### config.mk
export PLATFORM = sky130hd
export DESIGN_NAME = mem_lsu
export DESIGN_NICKNAME = d
export VERILOG_FILES = /design/src/rtl/mem_lsu_pkg.sv /design/src/rtl/mem_lsu_fmt.sv /design/src/rtl/mem_lsu.sv
export SDC_FILE = /design/constraint.sdc
export NUM_CORES = 1
export LEC_CHECK = 0
export ABC_CLOCK_PERIOD_IN_PS = 2600
export BUFFER_PORTS_ARGS = -buffer_cell sky130_fd_sc_hd__buf_4
export CORE_MARGIN = 1.5
export CORE_UTILIZATION = 48
export DETAILED_ROUTE_END_ITERATION = 12
export GPL_TIMING_DRIVEN = 1
export PLACE_DENSITY = 0.85
export SLEW_MARGIN = 40
export SYNTH_ARGS = -nofsm -noshare
export SYNTH_HDL_FRONTEND = slang
export SYNTH_SLANG_ARGS = --single-unit
### constraint.sdc
create_clock -name clk -period 2.6 [get_ports clk]
set_input_delay 0.26 -clock clk [delete_from_list [all_inputs] [get_ports clk]]
set_output_delay 0.26 -clock clk [all_outputs]
set_load 0.005 [all_outputs]
### src/rtl/mem_lsu_pkg.sv
// Shared definitions for the memory-stage load/store unit.
// Contents: opcode and funct3 constants, the FSM state type and a
// misalignment helper used by the optional trap build
// (MEM_LSU_MISALIGN_TRAP_EN).
package mem_lsu_pkg;

  localparam int unsigned OPW = 7;
  localparam int unsigned F3W = 3;

  localparam logic [OPW-1:0] OP_LOAD  = 7'b0000011;
  localparam logic [OPW-1:0] OP_STORE = 7'b0100011;
  localparam logic [OPW-1:0] OP_RR    = 7'b0110011;

  localparam logic [F3W-1:0] F3_LB  = 3'b000;
  localparam logic [F3W-1:0] F3_LH  = 3'b001;
  localparam logic [F3W-1:0] F3_LW  = 3'b010;
  localparam logic [F3W-1:0] F3_LBU = 3'b100;
  localparam logic [F3W-1:0] F3_LHU = 3'b101;
  localparam logic [F3W-1:0] F3_SB  = 3'b000;
  localparam logic [F3W-1:0] F3_SH  = 3'b001;
  localparam logic [F3W-1:0] F3_SW  = 3'b010;

  typedef enum logic [1:0] {
    IDLE = 2'd0,
    REQ  = 2'd1,
    WAIT = 2'd2
  } lsu_state_t;

  // funct3[1:0] is the access size: 0 byte, 1 half, otherwise word.
  function automatic logic misaligned(input logic [F3W-1:0] f3, input logic [1:0] a);
    case (f3[1:0])
      2'b00:   return 1'b0;
      2'b01:   return a[0];
      default: return (a != 2'b00);
    endcase
  endfunction

endpackage

### src/rtl/mem_lsu_fmt.sv
// Combinational data formatter for the load/store unit.
// Ports: funct3/addr_lo select size, lane and sign; rs2 is raw store data;
// rdata is the raw bus word. Outputs: be (byte enables), wdata
// (lane-replicated store data), ld_data (extracted, extended load value).
// Misaligned half/word offsets are forced down to natural alignment.
module mem_lsu_fmt
  import mem_lsu_pkg::*;
(
  input  logic [F3W-1:0] funct3,
  input  logic [1:0]     addr_lo,
  input  logic [31:0]    rs2,
  input  logic [31:0]    rdata,
  output logic [3:0]     be,
  output logic [31:0]    wdata,
  output logic [31:0]    ld_data
);

  logic [1:0]  a;
  logic [31:0] shifted;

  always_comb begin
    a       = 2'b00;
    shifted = 32'h0;
    be      = 4'b1111;
    wdata   = rs2;
    ld_data = rdata;
    // Effective lane offset after alignment forcing.
    case (funct3[1:0])
      2'b00:   a = addr_lo;
      2'b01:   a = {addr_lo[1], 1'b0};
      default: a = 2'b00;
    endcase
    shifted = rdata >> {a, 3'b000};
    case (funct3[1:0])
      2'b00: begin
        be      = 4'(4'b0001 << a);
        wdata   = {4{rs2[7:0]}};
        ld_data = funct3[2] ? {24'h0, shifted[7:0]} : {{24{shifted[7]}}, shifted[7:0]};
      end
      2'b01: begin
        be      = 4'(4'b0011 << a);
        wdata   = {2{rs2[15:0]}};
        ld_data = funct3[2] ? {16'h0, shifted[15:0]} : {{16{shifted[15]}}, shifted[15:0]};
      end
      default: begin
        be      = 4'b1111;
        wdata   = rs2;
        ld_data = rdata;
      end
    endcase
  end

endmodule

### src/rtl/mem_lsu.sv
// Memory-stage load/store unit.
// Takes the execute-stage result; loads/stores use it as the byte address
// on a req/gnt/rvalid word bus, other ops pass it straight to writeback.
// Ports: clk/rst (sync, active-high); in_* upstream handshake and operands;
// flush kills the current/pending instruction; mem_* data-memory bus;
// wb_* one-cycle writeback pulse; trap_misalign pulses on a misaligned
// access only when MEM_LSU_MISALIGN_TRAP_EN is defined (else held 0).
module mem_lsu
  import mem_lsu_pkg::*;
#(
  parameter int unsigned AW = 32,
  parameter int unsigned DW = 32
) (
  input  logic           clk,
  input  logic           rst,
  input  logic           in_vld,
  output logic           in_rdy,
  input  logic [OPW-1:0] in_opcode,
  input  logic [F3W-1:0] in_funct3,
  input  logic [DW-1:0]  in_alu_y,
  input  logic [DW-1:0]  in_rs2,
  input  logic [4:0]     in_rd,
  input  logic           flush,
  output logic           mem_req,
  output logic           mem_we,
  output logic [AW-1:0]  mem_addr,
  output logic [3:0]     mem_be,
  output logic [DW-1:0]  mem_wdata,
  input  logic           mem_gnt,
  input  logic           mem_rvalid,
  input  logic [DW-1:0]  mem_rdata,
  output logic           wb_vld,
  output logic [4:0]     wb_rd,
  output logic [DW-1:0]  wb_data,
  output logic           trap_misalign
);

  lsu_state_t     state;
  logic [F3W-1:0] f3_q;
  logic [1:0]     alo_q;
  logic [4:0]     rd_q;
  logic           kill_q;

  logic           is_ld;
  logic           is_st;
  logic           trap_hit;
  logic [F3W-1:0] fmt_f3;
  logic [1:0]     fmt_alo;
  logic [3:0]     fmt_be;
  logic [DW-1:0]  fmt_wdata;
  logic [DW-1:0]  fmt_ld;

  assign is_ld = (in_opcode == OP_LOAD);
  assign is_st = (in_opcode == OP_STORE);

`ifdef MEM_LSU_MISALIGN_TRAP_EN
  assign trap_hit = (is_ld | is_st) & misaligned(in_funct3, in_alu_y[1:0]);
`else
  assign trap_hit = 1'b0;
`endif

  // Formatter sees live operands at acceptance and latched ones on load return.
  assign fmt_f3  = (state == IDLE) ? in_funct3     : f3_q;
  assign fmt_alo = (state == IDLE) ? in_alu_y[1:0] : alo_q;

  mem_lsu_fmt u_fmt (
    .funct3  (fmt_f3),
    .addr_lo (fmt_alo),
    .rs2     (in_rs2),
    .rdata   (mem_rdata),
    .be      (fmt_be),
    .wdata   (fmt_wdata),
    .ld_data (fmt_ld)
  );

  // FSM with registered bus and writeback outputs.
  always_ff @(posedge clk) begin
    if (rst) begin
      state         <= IDLE;
      in_rdy        <= 1'b1;
      f3_q          <= '0;
      alo_q         <= '0;
      rd_q          <= '0;
      kill_q        <= 1'b0;
      mem_req       <= 1'b0;
      mem_we        <= 1'b0;
      mem_addr      <= '0;
      mem_be        <= '0;
      mem_wdata     <= '0;
      wb_vld        <= 1'b0;
      wb_rd         <= '0;
      wb_data       <= '0;
      trap_misalign <= 1'b0;
    end else begin
      wb_vld        <= 1'b0;
      trap_misalign <= 1'b0;
      case (state)
        IDLE: begin
          if (in_vld && !flush) begin
            if (trap_hit) begin
              trap_misalign <= 1'b1;
            end else if (is_ld || is_st) begin
              state     <= REQ;
              in_rdy    <= 1'b0;
              f3_q      <= in_funct3;
              alo_q     <= in_alu_y[1:0];
              rd_q      <= in_rd;
              kill_q    <= 1'b0;
              mem_req   <= 1'b1;
              mem_we    <= is_st;
              mem_addr  <= {in_alu_y[AW-1:2], 2'b00};
              mem_be    <= fmt_be;
              mem_wdata <= is_st ? fmt_wdata : '0;
            end else begin
              wb_vld  <= 1'b1;
              wb_rd   <= in_rd;
              wb_data <= in_alu_y;
            end
          end
        end
        REQ: begin
          if (flush) begin
            state   <= IDLE;
            in_rdy  <= 1'b1;
            mem_req <= 1'b0;
          end else if (mem_gnt) begin
            mem_req <= 1'b0;
            if (mem_we) begin
              state  <= IDLE;
              in_rdy <= 1'b1;
            end else begin
              state <= WAIT;
            end
          end
        end
        WAIT: begin
          // A load already granted must drain; flush only hides its result.
          if (flush) kill_q <= 1'b1;
          if (mem_rvalid) begin
            state  <= IDLE;
            in_rdy <= 1'b1;
            if (!kill_q && !flush) begin
              wb_vld  <= 1'b1;
              wb_rd   <= rd_q;
              wb_data <= fmt_ld;
            end
          end
        end
        default: begin
          state   <= IDLE;
          in_rdy  <= 1'b1;
          mem_req <= 1'b0;
        end
      endcase
    end
  end

endmodule

Yosys cells after proc, flatten, opt, wreduce, memory -nomap -nowiden
Index checks and enable logic that the tools add are counted.
Operators by class
  equality and inequality tests: 13
  shift operators: 3
  multiplexer cells: 45
  bitwise gates (word level): 1
  reductions and logical operators: 14
Operators by type and width (count)
  $mux W32: 7
  $pmux W32 S2: 3
  $shr A32 B5 Y16: 1
  $mux W5: 4
  $mux W1: 15
  $mux W2: 7
  $reduce_and A4 Y1: 3
  $pmux W5 S2: 1
  $reduce_and A5 Y1: 2
  $ne A2 B2 Y1 const B: 4
  $pmux W4 S2: 1
  $eq A7 B2 Y1 const B: 1
  $eq A7 B6 Y1 const B: 1
  $ne A3 B3 Y1 const B: 2
  $pmux W1 S3: 2
  $pmux W2 S3: 1
  $eq A2 B1 Y1 const B: 2
  $logic_not A2 Y1: 2
  $ne A2 B1 Y1 const B: 2
  $pmux W1 S2: 2
  $pmux W2 S2: 1
  $shl A1 B2 Y4 const A: 1
  $shl A2 B2 Y4 const A: 1
  $mux W3: 1
  other kinds (7): 9
Storage, ports and cells
  bits in registers: 120
  input bits: 117
  output and inout bits: 110
  logic and storage cells: 90

Longest topological paths before layout
Gate-level depths: netlist of run 1.
  word-level depth: 10
  gate-level depth with buffers: 9
  gate-level depth less buffers: 6

Hierarchy
Synthesis of run 1 repeated with hierarchy kept, for this count alone.
Unflattened totals
  cell total of the unflattened synthesis: 733
  area, all modules: 6137.1 µm²
Modules (own cells, without submodules)
  mem_lsu: instances 1, cells each 555, area an instance 4999.8 µm²
  mem_lsu_fmt: instances 1, cells each 178, area an instance 1137.3 µm²

Worst setup path after synthesis of run 1
Ideal clock, no wire load.
  path type: register to register
  from: reg state[1]
  to: reg wb_data[21]
  arrival time: 2.150 ns
  required time: 2.457 ns
  slack: 0.307 ns
  cell stages (with the launch flop): 9
  clock period less this slack: 2.293 ns
  path through: dfxtp_1 buf_2 nor2_2 mux2i_2 o32a_1 o221ai_4 nor3_4 buf_6 a211oi_2
On the way
  longest elaborated chain between the ends: 10
Ends and longest elaborated chain
  start: declaration: RTL line mem_lsu.sv:38  | lsu_state_t state;
  start signal: assignment: RTL line mem_lsu.sv:79  | state <= IDLE;
  start signal: assignment: RTL line mem_lsu.sv:103  | state <= REQ;
  start signal: assignment: RTL line mem_lsu.sv:123  | state <= IDLE;
  $logic_not A2 Y1: RTL line mem_lsu.sv:63, mem_lsu.sv:64, mem_lsu.sv:97
  $mux W3: RTL line mem_lsu.sv:63  | assign fmt_f3 = (state == IDLE) ? in_funct3 : f3_q;
  $eq A2 B1 Y1 or $logic_not A2 Y1 (tied branches): RTL line mem_lsu_fmt.sv:28, mem_lsu_fmt.sv:34
  $pmux W2 S2: RTL line mem_lsu_fmt.sv:28  | case (funct3[1:0])
  $shr A32 B5 Y16: RTL line mem_lsu_fmt.sv:33  | shifted = rdata >> {a, 3'b000};
  $mux W32, on equally long branches: RTL line mem_lsu_fmt.sv:43, mem_lsu_fmt.sv:38
  $pmux W32 S2: RTL line mem_lsu_fmt.sv:34  | case (funct3[1:0])
  $mux W32: RTL line mem_lsu.sv:142  | if (!kill_q && !flush) begin
  $mux W32: RTL line mem_lsu.sv:139  | if (mem_rvalid) begin
  $pmux W32 S2: RTL line mem_lsu.sv:97  | case (state)
  end signal: assignment: RTL line mem_lsu.sv:117  | wb_data <= in_alu_y;
  end signal: assignment: RTL line mem_lsu.sv:145  | wb_data <= fmt_ld;
  end: declaration: RTL line mem_lsu.sv:34  | output logic [DW-1:0] wb_data,
Parallel ways exist; a longest one is shown, timed or not. The select of a mux whose other input is x is not followed.
A chain may end at the register's enable or synchronous reset.

Worst setup path after layout of run 1
  from: reg state[0]
  to: reg wb_data[6]
The elaborated chain is that of the path after synthesis.

==> results of run 1 <==
==> cells by family (layout without fill, tap and decap cells) <==
group / count (synthesis) / count (layout) / synth area share, %
DFF: 120 / 120 / 43.7
muxes: 15 / 15 / 3.05
buffers and inverters: 65 / 282 / 5.28
other: 1 / 3 / 0.0682
and+or+nand+nor: 276 / 276 / 21.8
AOI/OAI and AO/OA: 208 / 208 / 26.1
==> stage by stage <==
stage               hold WS, ns  instance area (sq um)  setup WS [ns]  utilization, %
global route             0.0889                   7930         0.0160            72.2
finish                   0.0969                   7930          0.178            72.2
global placement          0.439                   7320          0.299            66.7
detailed placement        0.445                   7320          0.227            66.7
floorplan                 0.396                   5510          0.307               -
CTS                      0.0852                   7930          0.201            72.2
==> critical path, stage by stage (launching register included) <==
cell and delay (ns):
dfxtp_1 0.33, buf_4 0.17, or4_1 0.45, o31a_1 0.15
buf_4 0.20, o21ai_2 0.35, o22ai_1 0.14, a211o_1 0.30
a311oi_1 0.25
==> power by group through the flow <==
stage | clock network [mW] | logic [mW] | registers [mW]
final | 2.42 | 0.712 | 1.92
after global routing | 2.52 | 0.766 | 1.92
after CTS | 2.43 | 0.704 | 1.92
after detailed placement | 0 | 0.697 | 1.95
after global placement | 0 | 0.689 | 1.95
after floorplan | 0 | 0.355 | 1.96
==> flip-flops by register name (all words and copies together) (netlist names) <==
register   flops
mem_addr      30
wb_data       32
kill_q         1
wb_rd          5
wb_vld         1
mem_be         4
f3_q           3
mem_wdata     32
mem_req        1
alo_q          2
mem_we         1
in_rdy         1
rd_q           5
state          2
==> placed cells by master, fill, tap and decap left out, types with 3 or more instances in the layout <==
master      synthesis  layout
buf_4               3     244
nand2_1           159     159
dfxtp_1           120     120
a21oi_1            67      67
nor2_1             66      66
o21ai_0            29      29
clkbuf_16           0      17
o22ai_1            16      16
a2bb2oi_1          16      16
or3_1              16      16
a22oi_1            14      14
a211oi_1           15      14
mux2i_1            12      12
a311oi_1           12      12
a211oi_2           10      10
nand3_1             9       9
a211o_1             8       8
nand2b_1            4       4
nor3_1              4       4
clkinvlp_4          0       4
clkinv_4            0       4
inv_1               3       3
conb_1              1       3
clkinv_2            0       3
bufinv_16           0       3
buf_12              0       3
==> layout make-up <==
type	count	area [sq um]
fillers	866	3060
multi-input cells	502	2840
flip-flops and latches	120	2400
repair buffers	247	1890
clock buffers	17	425
clock inverters	15	179
well taps	140	175
inverters	3	11.3
==> final timing paths <==
path                                                   to  cells past startpoint
worst min register to register  mem_wdata[3]$_SDFFE_PP0P_                      2
worst max-delay path              wb_data[6]$_SDFFE_PP0P_                      8
worst min-delay path                 rd_q[2]$_SDFFE_PP0P_                      3
worst max register to register    wb_data[6]$_SDFFE_PP0P_                      8
==> cell usage after synthesis (3+ instances only) <==
master and count:
nor2_1 66, dfxtp_1 120, a211oi_1 15, a22oi_1 14, a211oi_2 10, a21oi_1 67, a211o_1 8, buf_4 3
nand2_1 159, mux2i_1 12, or3_1 16, nand2b_1 4, clkbuf_1 50, inv_1 3, a2bb2oi_1 16, nand3_1 9
o22ai_1 16, nor3_1 4, o21ai_0 29, a311oi_1 12, buf_6 4, buf_2 3
==> metal layers <==
metal	GRT usage, %	vias up	part of all wire [%]	routed length, um
met1	36.5	2749	40	7400
li1	-	2826	-	-
met4	14.9	0	3.6	667
met5	0	-	0	0
met3	6.64	55	7.6	1390
met2	49.6	289	48	8830
==> out/metrics.csv, run 1 <==
stage;metric;value;unit
outcome;status;completed;
route;wl_per_cell;17.5;um
place;gp_congestion;0.887;
critical_path;crit_fanout;11;
power_and_ir_drop;p_total;5.04;mW
power_and_ir_drop;power_frac_seq;38.0;%
global_routing;grt_max_degree;86;
place;io_buffers;223;
finish;drive_above_1_share;33.7;%
global_routing;gr-usage-all-layers;29.9;%
finish;fin_nets;1008;
die;boundaryPins;227;
sta;fin_crit_sh;93.2;%
power_and_ir_drop;comb_power_share;14.1;%
critical_path;arrival;2.75;ns
clock_tree;clkSinkCount;120;
route;drtIter0Drc;470;
critical_path;crit_path_start;state[0]$_SDFFE_PP0N_;
route;antenna_left;0;
clock_tree;cts_made_buffers;17;
power_and_ir_drop;switching_power;1.31;mW
synthesis;ys_seq_area_share;43.7;%
clock_tree;cts_setup_buffers;0;
critical_path;r2r_setup_slack;0.18;ns
sta;skew;0.00510;ns
critical_path;end_kind;flop;
critical_path;cp_data_required_time;2.93;ns
die;die_x;110;um
global_routing;antenna_found_initial;0;
sta;fmaxAchievable;413;MHz
die;fp-row-count;38;
synthesis;ys_seq_elements;120;
route;wirelength;18300;um
min_path;hold_start;in_rd[2];
die;start_util;50.1;%
synthesis;synth-async-reset-ratio;0;%
route;vias_per_cell;5.67;
power_and_ir_drop;power_density;636;nW/um^2
clock_tree;post_cts_resized;0;
power_and_ir_drop;power.internal;3.73;mW
global_routing;grt.overflow.total;0;
power_and_ir_drop;ir_drop;0.538;mV
route;via_count;5919;
critical_path;worst-setup-path-type;reg -> reg;
route;drc;0;
min_path;hp-class;in -> reg;
power_and_ir_drop;clkPwrFrac;47.9;%
finish;final_cells;1044;
global_routing;grt_pass1_wl;27500;um
sta;hold_viol;0;
synthesis;yosysUniqueCellTypes;57;
clock_tree;htreeDepth;4;
clock_tree;clock_latency;0.42;ns
sta;rsz0062_at_grt;no;
power_and_ir_drop;switching_share;26.0;%
flow_run;cap_viol_max_count;0;
finish;syn_to_final_growth;44.2;%
clock_tree;cts_tree;yes;
place;hpwl;12700;um
synthesis;synth-edff-count;0;
synthesis;netlist.area_leader.share;43.7;%
route;first_pass_iters;7;
synthesis;synth_cells;685;
global_routing;grt_pass1_vias;5567;
synthesis;yosys_warnings;0;
sta;drv_slew;0;
sta;setup_viol;0;
clock_tree;clock_path_buffers;2;
critical_path;worstReg2RegStart;state[0]$_SDFFE_PP0N_;
synthesis;syn_area;5500;sq um
synthesis;synth_area_leader_cell;dfxtp_1;
power_and_ir_drop;leakagePower;3.33;nW
synthesis;synth_flop_cell;dfxtp_1;
sta;finalSetupTns;0;ns
die;die-area;12100;sq um
die;fp.dieH;110;um
place;place_inst;1012;
clock_tree;cts_hold_buffers;0;
die;core_area;11000;sq um
finish;antenna_cells;0;
synthesis;syn_avg_cell_area;8.03;sq um
sta;worstMarginPinSlew;0.693;ns
synthesis;synthTopCellsByArea;dfxtp_1 44%, nand2_1 11%, a21oi_1 6.1%;
critical_path;cp-start-kind;flop;
sta;layout_min_cycle_time;2.42;ns
clock_tree;path_clk_slew;0.06;ns
clock_tree;cts_root_buf;clkbuf_16;
sta;max_slew_margin;53.8;%
Power figures use the tool's default switching activity.
==> run 2, diff against run 1 <==
ABC_CLOCK_PERIOD_IN_PS = 2430   (was 2600)
clock period = 2.43 ns   (was 2.6 ns; I/O delays follow)
==> run 2 against run 1 <==
Against the previous run: total power increased by 7.5%; critical path depth decreased by 1; wire length increased by 1.5%; sequential power increased by 7%; fmax increased by 5.4%; cell area increased by 1.4%; first-iteration DRC count increased by 2.3%; die area unchanged; clock skew increased by 0.0061 ns; sequential cell count unchanged; critical endpoint is now wb_data[3]$_SDFFE_PP0P_; highest routed layer unchanged.
==> out/metrics.csv, run 2 (synthesized netlist as in run 1, its figures left out) <==
stage;metric;value;unit
sta;fin_crit_sh;94.6;%
finish;multiInputGateArea;2860;sq um
power_and_ir_drop;power_frac_seq;37.9;%
route;wirelength;18600;um
clock_tree;cts_root_buf;clkbuf_16;
sta;setup_viol;0;
power_and_ir_drop;ir_drop;0.544;mV
finish;fin_nets;1018;
critical_path;crit_fanout;9;
sta;max_slew_margin;58.0;%
outcome;status;completed;
min_path;hp-class;in -> reg;
critical_path;r2r_setup_slack;0.13;ns
die;boundaryPins;227;
clock_tree;clkSinkCount;120;
sta;fmaxAchievable;435;MHz
clock_tree;htreeDepth;4;
global_routing;antenna_found_initial;0;
critical_path;worst-setup-path-type;reg -> reg;
power_and_ir_drop;clkPwrFrac;47.5;%
critical_path;worstReg2RegStart;state[1]$_SDFFE_PP0N_;
critical_path;cp-start-kind;flop;
power_and_ir_drop;switching_share;26.0;%
sta;skew;0.0112;ns
sta;drv_slew;0;
critical_path;r2r_cells;7;
place;io_buffers;223;
min_path;whs_endpoint;rd_q[1]$_SDFFE_PP0P_;
finish;regArea;2400;sq um
route;first_pass_iters;7;
finish;syn_to_final_growth;46.1;%
finish;drive_above_1_share;34.9;%
min_path;hold_start;in_rd[1];
clock_tree;path_clk_slew;0.06;ns
global_routing;grt.overflow.total;0;
power_and_ir_drop;leakagePower;3.39;nW
global_routing;grt_max_degree;73;
global_routing;grt_pass1_wl;28400;um
die;die_x;110;um
route;drc;0;
finish;fin_area;8030;sq um
finish;final_cell_mix;253 x buf_4, 159 x nand2_1, 119 x dfxtp_1;
sta;layout_setup_ws;0.132;ns
critical_path;cp_data_required_time;2.75;ns
global_routing;gr-usage-all-layers;30.8;%
finish;nFillCells;824;
clock_tree;clock_path_buffers;2;
sta;worstMarginPinSlew;0.628;ns
route;antenna_left;0;
route;wl_per_cell;17.6;um
route;drtIter0Drc;481;
route;via_count;6048;
finish;reg_top3;mem_wdata x32, wb_data x32, mem_addr x30;
power_and_ir_drop;switching_power;1.41;mW
sta;layout_min_cycle_time;2.30;ns
sta;rsz0062_at_grt;no;
critical_path;arrival;2.61;ns
power_and_ir_drop;power_density;675;nW/um^2
sta;hold_viol;0;
global_routing;grt_pass1_vias;5592;
die;fp-row-count;38;
power_and_ir_drop;comb_power_share;14.6;%
place;placed_cell_area;7390;sq um
die;die-area;12100;sq um
route;vias_per_cell;5.74;
critical_path;end_kind;flop;
place;gp_congestion;0.905;
finish;antenna_cells;0;
clock_tree;cts_made_buffers;17;
clock_tree;cts_tree;yes;
critical_path;timing.rr.end;wb_data[3]$_SDFFE_PP0P_;
clock_tree;clock_latency;0.42;ns
power_and_ir_drop;p_total;5.42;mW
power_and_ir_drop;power.internal;4.01;mW
die;start_util;50.1;%
min_path;min_path_cells;3;
die;core_area;11000;sq um
place;pre_cts_slack;-0.108;ns
place;hpwl;12900;um
die;fp.dieH;110;um
flow_run;cap_viol_max_count;0;
finish;final_common_cell;buf_4;
-- run 2: power groups by stage --
stage	combinational, mW	sequential (mW)	clock, mW
final	0.792	2.05	2.58
after floorplan	0.380	2.09	0
after CTS	0.778	2.05	2.60
after global routing	0.852	2.06	2.69
after global placement	0.755	2.09	0
after detailed placement	0.768	2.09	0
-- run 2: worst max path at each step --
stage	to	startpoint	cells past startpoint	slack, ns
finish	wb_data[3]$_SDFFE_PP0P_	state[1]$_SDFFE_PP0N_	7	0.13
floorplan	wb_data[21]$_SDFFE_PP0P_	state[1]$_SDFFE_PP0N_	8	0.14
CTS	mem_wdata[31]$_SDFFE_PP0P_	state[1]$_SDFFE_PP0N_	8	0.03
global placement	wb_data[30]$_SDFFE_PP0P_	state[1]$_SDFFE_PP0N_	6	-0.02
global route	wb_data[10]$_SDFFE_PP0P_	state[1]$_SDFFE_PP0N_	7	0.05
detailed placement	wb_data[18]$_SDFFE_PP0P_	state[1]$_SDFFE_PP0N_	6	-0.11
-- run 2: per-stage QoR --
stage,TNS (ns),utilization [%],instances,hold slack (ns)
after floorplan,0,-,687,0.379
final,0,73.1,1054,0.0817
after global routing,0,73.1,1054,0.0622
after global placement,-0.0791,67.2,1020,0.439
after CTS,0,73.0,1054,0.0737
after detailed placement,-1.13,67.3,1021,0.445
-- run 2: metal layers --
metal	routed length, um	track usage [%]	vias to the layer above
met1	7500	38.7	2866
li1	-	-	2853
met4	576	14.7	0
met2	9040	50.1	284
met3	1440	7.17	45
met5	0	0	-
-- run 2: critical path: stages, from the launching register on --
cell,delay (ns)
dfxtp_2,0.37
or4_4,0.56
o31a_1,0.15
buf_4,0.18
nor2_8,0.19
mux2i_1,0.13
a211o_1,0.33
a311oi_1,0.29
-- run 2: cell type report --
type                            count  share of cell area [%]
Timing Repair Buffer              257                    24.6
Clock buffer                       17                    5.30
Sequential cell                   120                    29.9
Tap cell                          140                    2.18
Inverter                            3                   0.140
Multi-Input combinational cell    502                    35.6
Clock inverter                     15                    2.21
-- run 2: timing repair --
action / in CTS / in global routing
setup endpoints to repair: 17 / 25
hold buffers: 0 / 0
pin swaps: 1 / 3
endpoints found under the hold margin: 0 / 0
buffers inserted: 1 / 0
resized for setup: 1 / 6
